## src/rtl/hp1349a_pkg.sv

```systemverilog
// Shared definitions for the HP1349A parallel display bus (talker and listener ends).
package hp1349a_pkg;

  localparam int HP1349A_DATA_W = 15;

  typedef enum logic [2:0] {
    IDLE     = 3'd0,
    WAIT_RFD = 3'd1,
    SETUP    = 3'd2,
    STROBE   = 3'd3,
    RELEASE  = 3'd4
  } hp1349a_state_e;

endpackage

```

## src/rtl/hp1349a_bus_tx_sync_2ff.sv

```systemverilog
// Two-flop synchronizer for a single asynchronous level input, with a selectable reset value.
module sync_2ff #(
  parameter logic RST_VAL = 1'b1
) (
  input  logic clk,
  input  logic rst,
  input  logic d,
  output logic q
);

  logic meta_q, meta_d;
  logic sync_q, sync_d;

  always_comb begin
    meta_d = d;
    sync_d = meta_q;
  end

  always_ff @(posedge clk or negedge rst) begin
    if (!rst) begin
      meta_q <= RST_VAL;
      sync_q <= RST_VAL;
    end else begin
      meta_q <= meta_d;
      sync_q <= sync_d;
    end
  end

  assign q = sync_q;

endmodule

```

## src/rtl/hp1349a_bus_tx.sv

```systemverilog
// Talker end of the HP1349A display bus: takes words from a valid/ready stream and
// moves each one across the bus with a full LDAV/LRFD four-phase handshake.
module hp1349a_bus_tx
  import hp1349a_pkg::*;
#(
  parameter int unsigned SETUP_CYCLES   = 4,
  parameter int unsigned TIMEOUT_CYCLES = 1_000_000
) (
  input  logic                      clk,
  input  logic                      rst,
  input  logic                      in_valid,
  input  logic [HP1349A_DATA_W-1:0] in_data,
  output logic                      in_ready,
  output logic [HP1349A_DATA_W-1:0] BUS_DATA,
  output logic                      BUS_LDAV,
  input  logic                      BUS_LRFD,
  output logic                      busy,
  output logic                      timeout,
  input  logic                      timeout_clr,
  output logic [15:0]               words_sent
);

  localparam logic [7:0]  SETUP_LAST = 8'(SETUP_CYCLES - 1);
  localparam logic [31:0] TO_LIMIT   = 32'(TIMEOUT_CYCLES);
  localparam bit          TO_ENABLE  = (TIMEOUT_CYCLES != 0);

  hp1349a_state_e            state_q, state_d;
  logic [HP1349A_DATA_W-1:0] data_q, data_d;
  logic                      ldav_q, ldav_d;
  logic [7:0]                setup_cnt_q, setup_cnt_d;
  logic [31:0]               wait_cnt_q, wait_cnt_d;
  logic                      timeout_q, timeout_d;
  logic [15:0]               words_q, words_d;
  logic                      lrfd_s;
  logic [31:0]               wait_inc;
  logic                      to_hit;

  // Reset value 1 keeps the talker treating the listener as not ready until it proves otherwise.
  sync_2ff #(
    .RST_VAL(1'b1)
  ) u_lrfd_sync (
    .clk(clk),
    .rst(rst),
    .d  (BUS_LRFD),
    .q  (lrfd_s)
  );

  assign wait_inc = wait_cnt_q + 32'd1;
  assign to_hit   = TO_ENABLE && (wait_inc == TO_LIMIT);

  always_comb begin
    state_d     = state_q;
    data_d      = data_q;
    ldav_d      = ldav_q;
    setup_cnt_d = setup_cnt_q;
    wait_cnt_d  = '0;
    timeout_d   = timeout_q & ~timeout_clr;
    words_d     = words_q;

    case (state_q)
      IDLE: begin
        ldav_d = 1'b1;
        if (in_valid) begin
          data_d  = in_data;
          state_d = WAIT_RFD;
        end
      end

      WAIT_RFD: begin
        ldav_d = 1'b1;
        if (!lrfd_s) begin
          state_d     = SETUP;
          setup_cnt_d = '0;
        end else if (to_hit) begin
          timeout_d = 1'b1;
          state_d   = IDLE;
        end else begin
          wait_cnt_d = wait_inc;
        end
      end

      SETUP: begin
        ldav_d = 1'b1;
        if (setup_cnt_q == SETUP_LAST) begin
          state_d = STROBE;
          ldav_d  = 1'b0;
        end else begin
          setup_cnt_d = setup_cnt_q + 8'd1;
        end
      end

      STROBE: begin
        ldav_d = 1'b0;
        if (lrfd_s) begin
          state_d = RELEASE;
          ldav_d  = 1'b1;
          words_d = words_q + 16'd1;
        end else if (to_hit) begin
          // Abandon the word: strobe released, counter untouched.
          timeout_d = 1'b1;
          ldav_d    = 1'b1;
          state_d   = IDLE;
        end else begin
          wait_cnt_d = wait_inc;
        end
      end

      RELEASE: begin
        ldav_d  = 1'b1;
        state_d = IDLE;
      end

      default: begin
        ldav_d  = 1'b1;
        state_d = IDLE;
      end
    endcase
  end

  always_ff @(posedge clk or negedge rst) begin
    if (!rst) begin
      state_q     <= IDLE;
      data_q      <= '0;
      ldav_q      <= 1'b1;
      setup_cnt_q <= '0;
      wait_cnt_q  <= '0;
      timeout_q   <= 1'b0;
      words_q     <= '0;
    end else begin
      state_q     <= state_d;
      data_q      <= data_d;
      ldav_q      <= ldav_d;
      setup_cnt_q <= setup_cnt_d;
      wait_cnt_q  <= wait_cnt_d;
      timeout_q   <= timeout_d;
      words_q     <= words_d;
    end
  end

  assign in_ready   = (state_q == IDLE);
  assign busy       = (state_q != IDLE);
  assign BUS_DATA   = data_q;
  assign BUS_LDAV   = ldav_q;
  assign timeout    = timeout_q;
  assign words_sent = words_q;

endmodule

```

## config.mk

```make
export PLATFORM = sky130hd
export DESIGN_NAME = hp1349a_bus_tx
export DESIGN_NICKNAME = d
export VERILOG_FILES = /design/src/rtl/hp1349a_pkg.sv /design/src/rtl/hp1349a_bus_tx_sync_2ff.sv /design/src/rtl/hp1349a_bus_tx.sv
export SDC_FILE = /design/constraint.sdc
export NUM_CORES = 1
export LEC_CHECK = 0
export ABC_AREA = 1
export ABC_CLOCK_PERIOD_IN_PS = 2250
export CELL_PAD_IN_SITES_DETAIL_PLACEMENT = 0
export CELL_PAD_IN_SITES_GLOBAL_PLACEMENT = 1
export CORE_MARGIN = 2
export CORE_UTILIZATION = 39
export DETAILED_ROUTE_END_ITERATION = 12
export PLACE_DENSITY_LB_ADDON = 0.1
export SYNTH_ARGS = -nofsm -noshare
export SYNTH_HDL_FRONTEND = slang
export SYNTH_HIERARCHICAL = 1
export SYNTH_SLANG_ARGS = --single-unit
```

## constraint.sdc

```tcl
create_clock -name clk -period 2.25 [get_ports clk]
set_input_delay 0.45 -clock clk [delete_from_list [all_inputs] [get_ports clk]]
set_output_delay 0.45 -clock clk [all_outputs]
set_load 0.05 [all_outputs]
```

==> results.py <==
metrics = {
    "run_status": {
        "outcome": "finished, final reports clean",
    },
    "sta": {
        "total_count_of_max_transition_violations_in_the_final_report": 0,
        "rsz0062_at_grt": "yes",
        "share_of_the_clock_period_used_by_the_worst_path_after_layout_pct": 99.4,
        "final.min_clock_period_ns": 2.24,
        "fin_skew_ns": 0.0202,
        "tightest_slew_ns": 0.609,
        "max-slew-margin-rel_pct": 59.4,
        "hold_slack_ns": 0.0873,
        "achievable-frequency_ghz": 0.447,
        "setup_viol": 0,
        "final_hold_viol_count": 0,
    },
    "logic_synthesis": {
        "synth_nets": 534,
        "syn_inst": 511,
        "asyncSetResetFlopFracSynth_pct": 100,
        "synth_register_bits": 78,
        "synth-warning-count": 6,
        "synth_ff_type": "sky130_fd_sc_hd__dfrtp_1",
        "synth.distinct_cells": 34,
        "synth-edff-count": 0,
        "synth.yosys.seq_area_share_pct": 47.2,
        "syn_area_per_cell_um2": 8.10,
        "synth.cell_area_um2": 4140,
    },
    "detailed_routing": {
        "route.vias.total": 3587,
        "drt.antenna.violating_nets": 0,
        "drt_pre_antenna_iters": 4,
        "first_iter_violations": 203,
        "route.detailed.drc": 0,
        "mean_number_of_vias_per_cell": 4.76,
        "drt_wl_total_mm": 10.5,
        "wire_per_inst_um": 13.9,
    },
    "worst_setup_path": {
        "critical_path_startpoint_category": "flop",
        "crit_path_end_kind": "flop",
        "most_numerous_cell_on_the_critical_path": "sky130_fd_sc_hd__nand2_1",
        "cpMaxStageDelayCell": "sky130_fd_sc_hd__dfrtp_1",
        "cp_cell_sequence": "nand2_2 -> nor2_4 -> nand2_2 -> nor2_4 -> nand2_1 -> nand2_1 -> nand2_1 -> nor2_1 -> nand2_1 -> nor2_2 -> nand3_2 -> nand2_4 -> clkbuf_16 -> a21oi_2",
        "critPathBufInv": 1,
        "stage_delay_of_the_slowest_cell_on_the_critical_path_ns": 0.46,
        "crit_path_max_fanout": 9,
        "cp_data_arrival_time_ns": 2.48,
        "worstPathRequired_ns": 2.49,
        "critical_path.top_delay_family": "simple AND/OR/NAND/NOR gates",
        "crit_path_class": "flop to flop",
    },
    "placed_design": {
        "placement.io_buffers": 54,
        "dp_hpwl_mm": 7.57,
        "gpl.final_weighted_congestion": 0.875,
        "dp_cells": 713,
        "detailed_place.area_um2": 4950,
    },
    "global_routing": {
        "grt_antenna_before_repair": 0,
        "maximum_number_of_pins_on_one_net_before_global_route_repair": 47,
        "grt_overflow_total": 0,
        "globalRouteTotalUtil_pct": 18.7,
        "via_count_of_the_first_global_routing_pass": 3517,
        "grt_first_pass_wirelength_mm": 16.9,
    },
    "finish": {
        "fin_nets": 636,
        "layout.filler_cells": 974,
        "mostFrequentLayoutCell": "sky130_fd_sc_hd__nand2_1",
        "post-route-cell-area_um2": 5620,
        "final_cell_count_no_fill": 754,
        "area_growth_syn_to_layout_pct": 35.7,
        "util_after_layout_pct": 54.4,
        "antenna_cells_inserted": 0,
        "drive_gt1_share_pct": 27.8,
        "layout.cells.most_common_list": "sky130_fd_sc_hd__nand2_1 (135), sky130_fd_sc_hd__dfrtp_1 (71), sky130_fd_sc_hd__nor2_1 (53), sky130_fd_sc_hd__clkdlybuf4s50_1 (51), sky130_fd_sc_hd__inv_1 (47)",
    },
    "die": {
        "die_height_um": 107,
        "coreArea_um2": 10300,
        "die_w_um": 107,
        "initial_utilization_pct": 40.1,
        "design.portCount": 55,
        "floorplan.die_area_um2": 11500,
        "floorplan.rows": 37,
    },
    "pwr": {
        "netSwitchingPower_mw": 1.99,
        "comb_power_share_pct": 42.0,
        "power.internal_mw": 2.95,
        "power_per_cell_area_nw_per_um2": 879,
        "power.share.sequential_pct": 36.7,
        "leakage_nw": 2.36,
        "clock_power_share_pct": 21.3,
        "switching_share_pct": 40.3,
        "vdd_ir_drop_max_mv": 0.649,
    },
    "clock_network": {
        "htree_levels": 3,
        "cts_tree": "yes",
        "cts_root_buf": "sky130_fd_sc_hd__clkbuf_8",
        "clockBufferDepth": 2,
        "cts.sink_count": 78,
        "cts-hold-fix-buffers": 0,
        "clkTransAtPathRegs_ns": 0.10,
        "cts_made_buffers": 9,
        "clock_insertion_delay_worst_skew_ns": 0.36,
    },
    "hold_path": {
        "hp-class": "primary input to async pin",
    },
    "flow_run": {
        "drv.max_cap_violation_count": 0,
    },
}
[metal layers]
| metal | GRT usage, % | vias to the layer above | routed length (um) |
|---|---|---|---|
| li1 | - | 1808 | - |
| met4 | 5.19 | 0 | 112 |
| met3 | 3.53 | 9 | 488 |
| met2 | 30.8 | 77 | 5140 |
| met1 | 25.3 | 1693 | 4780 |
| met5 | 0 | - | 0 |
[flip-flops by register name (all words and copies together), names as in the netlist]
name,count
BUS_LDAV,1
BUS_DATA,15
state_q,3
u_lrfd_sync/meta_q,1
timeout,1
setup_cnt_q,8
words_sent,16
u_lrfd_sync/q,1
wait_cnt_q,32
[through the flow]
step,setup slack [ns],setup TNS [ns],power (mW)
2_1_floorplan,0.0595,0,3.15
3_3_place_gp,0.0384,0,3.76
3_5_place_dp,-0.0189,-0.124,3.78
4_1_cts,0.00179,0,4.84
5_1_grt,-0.101,-2.35,5.21
6_report,0.0130,0,4.94
[cell usage after synthesis, types with 3 or more instances]
cell type                    n  area [um2]
sky130_fd_sc_hd__xor2_1     14         123
sky130_fd_sc_hd__a21oi_1     8        40.0
sky130_fd_sc_hd__nand3b_1   12        90.1
sky130_fd_sc_hd__nand3_1    27         135
sky130_fd_sc_hd__o21ai_0     3        15.0
sky130_fd_sc_hd__nand2_1   152         571
sky130_fd_sc_hd__nor2_2     14        87.6
sky130_fd_sc_hd__a21oi_2     7        61.3
sky130_fd_sc_hd__nand2_2     4        25.0
sky130_fd_sc_hd__ha_1        3        37.5
sky130_fd_sc_hd__mux2_2     15         169
sky130_fd_sc_hd__dfrtp_1    75        1880
sky130_fd_sc_hd__xnor2_1     8        70.1
sky130_fd_sc_hd__dfstp_2     3        78.8
sky130_fd_sc_hd__nor2_1     83         312
sky130_fd_sc_hd__nor3_1      7        35.0
sky130_fd_sc_hd__inv_1      48         180
sky130_fd_sc_hd__nand4_1     5        31.3
[path summary, 6_finish.rpt]
path / cells after the start / endpoint / slack, ns / startpoint
max: 14 / wait_cnt_q[28] / 0.01 / wait_cnt_q[12]
min: 1 / wait_cnt_q[14] / 0.09 / rst
max reg2reg: 14 / wait_cnt_q[28] / 0.01 / wait_cnt_q[12]
min reg2reg: 0 / u_lrfd_sync/q / 0.36 / u_lrfd_sync/meta_q
max in group asynchronous: 2 / BUS_DATA[14] / 1.57 / rst
min in group clk: 0 / u_lrfd_sync/q / 0.36 / u_lrfd_sync/meta_q
[power groups by stage]
stage | Clock (mW) | Sequential, mW | Combinational (mW)
final | 1.05 | 1.81 | 2.07
after global routing | 1.14 | 1.85 | 2.22
after CTS | 1.08 | 1.80 | 1.96
after detailed placement | 0 | 1.82 | 1.95
after global placement | 0 | 1.82 | 1.94
after floorplan | 0 | 2.43 | 0.718
[worst reg2reg max path: cells and delay by family (launching register included)]
kind	cells	cell delay, ns
compound gates	1	0.04
buf+inv	1	0.20
flops	1	0.46
simple gates	12	1.42
[timing repair]
item | CTS | global route
pin swaps | 1 | 20
resized for setup | 1 | 74
gates cloned | 0 | 2
endpoints found under the setup margin | 20 | 39
setup buffers | 1 | 22
[layout make-up]
type / instances / area, um2 / share of cell area, %
Multi-Input combinational cell: 379 / 2190 / 39.0
Tap cell: 136 / 170 / 3.03
Inverter: 50 / 191 / 3.41
Clock inverter: 6 / 62.6 / 1.11
Sequential cell: 78 / 1960 / 34.9
Clock buffer: 10 / 128 / 2.27
Timing Repair Buffer: 95 / 913 / 16.3
[logic make-up after synthesis]
logic type                 synth area share, %
AOI/OAI and AO/OA                         4.26
xor gates and xnor gates                  4.65
adders and majority gates                0.906
buffers and inverters                     5.83
DFF                                       47.2
muxes                                     4.08
and+or+nand+nor                           33.1
Power figures use the tool's default switching activity.
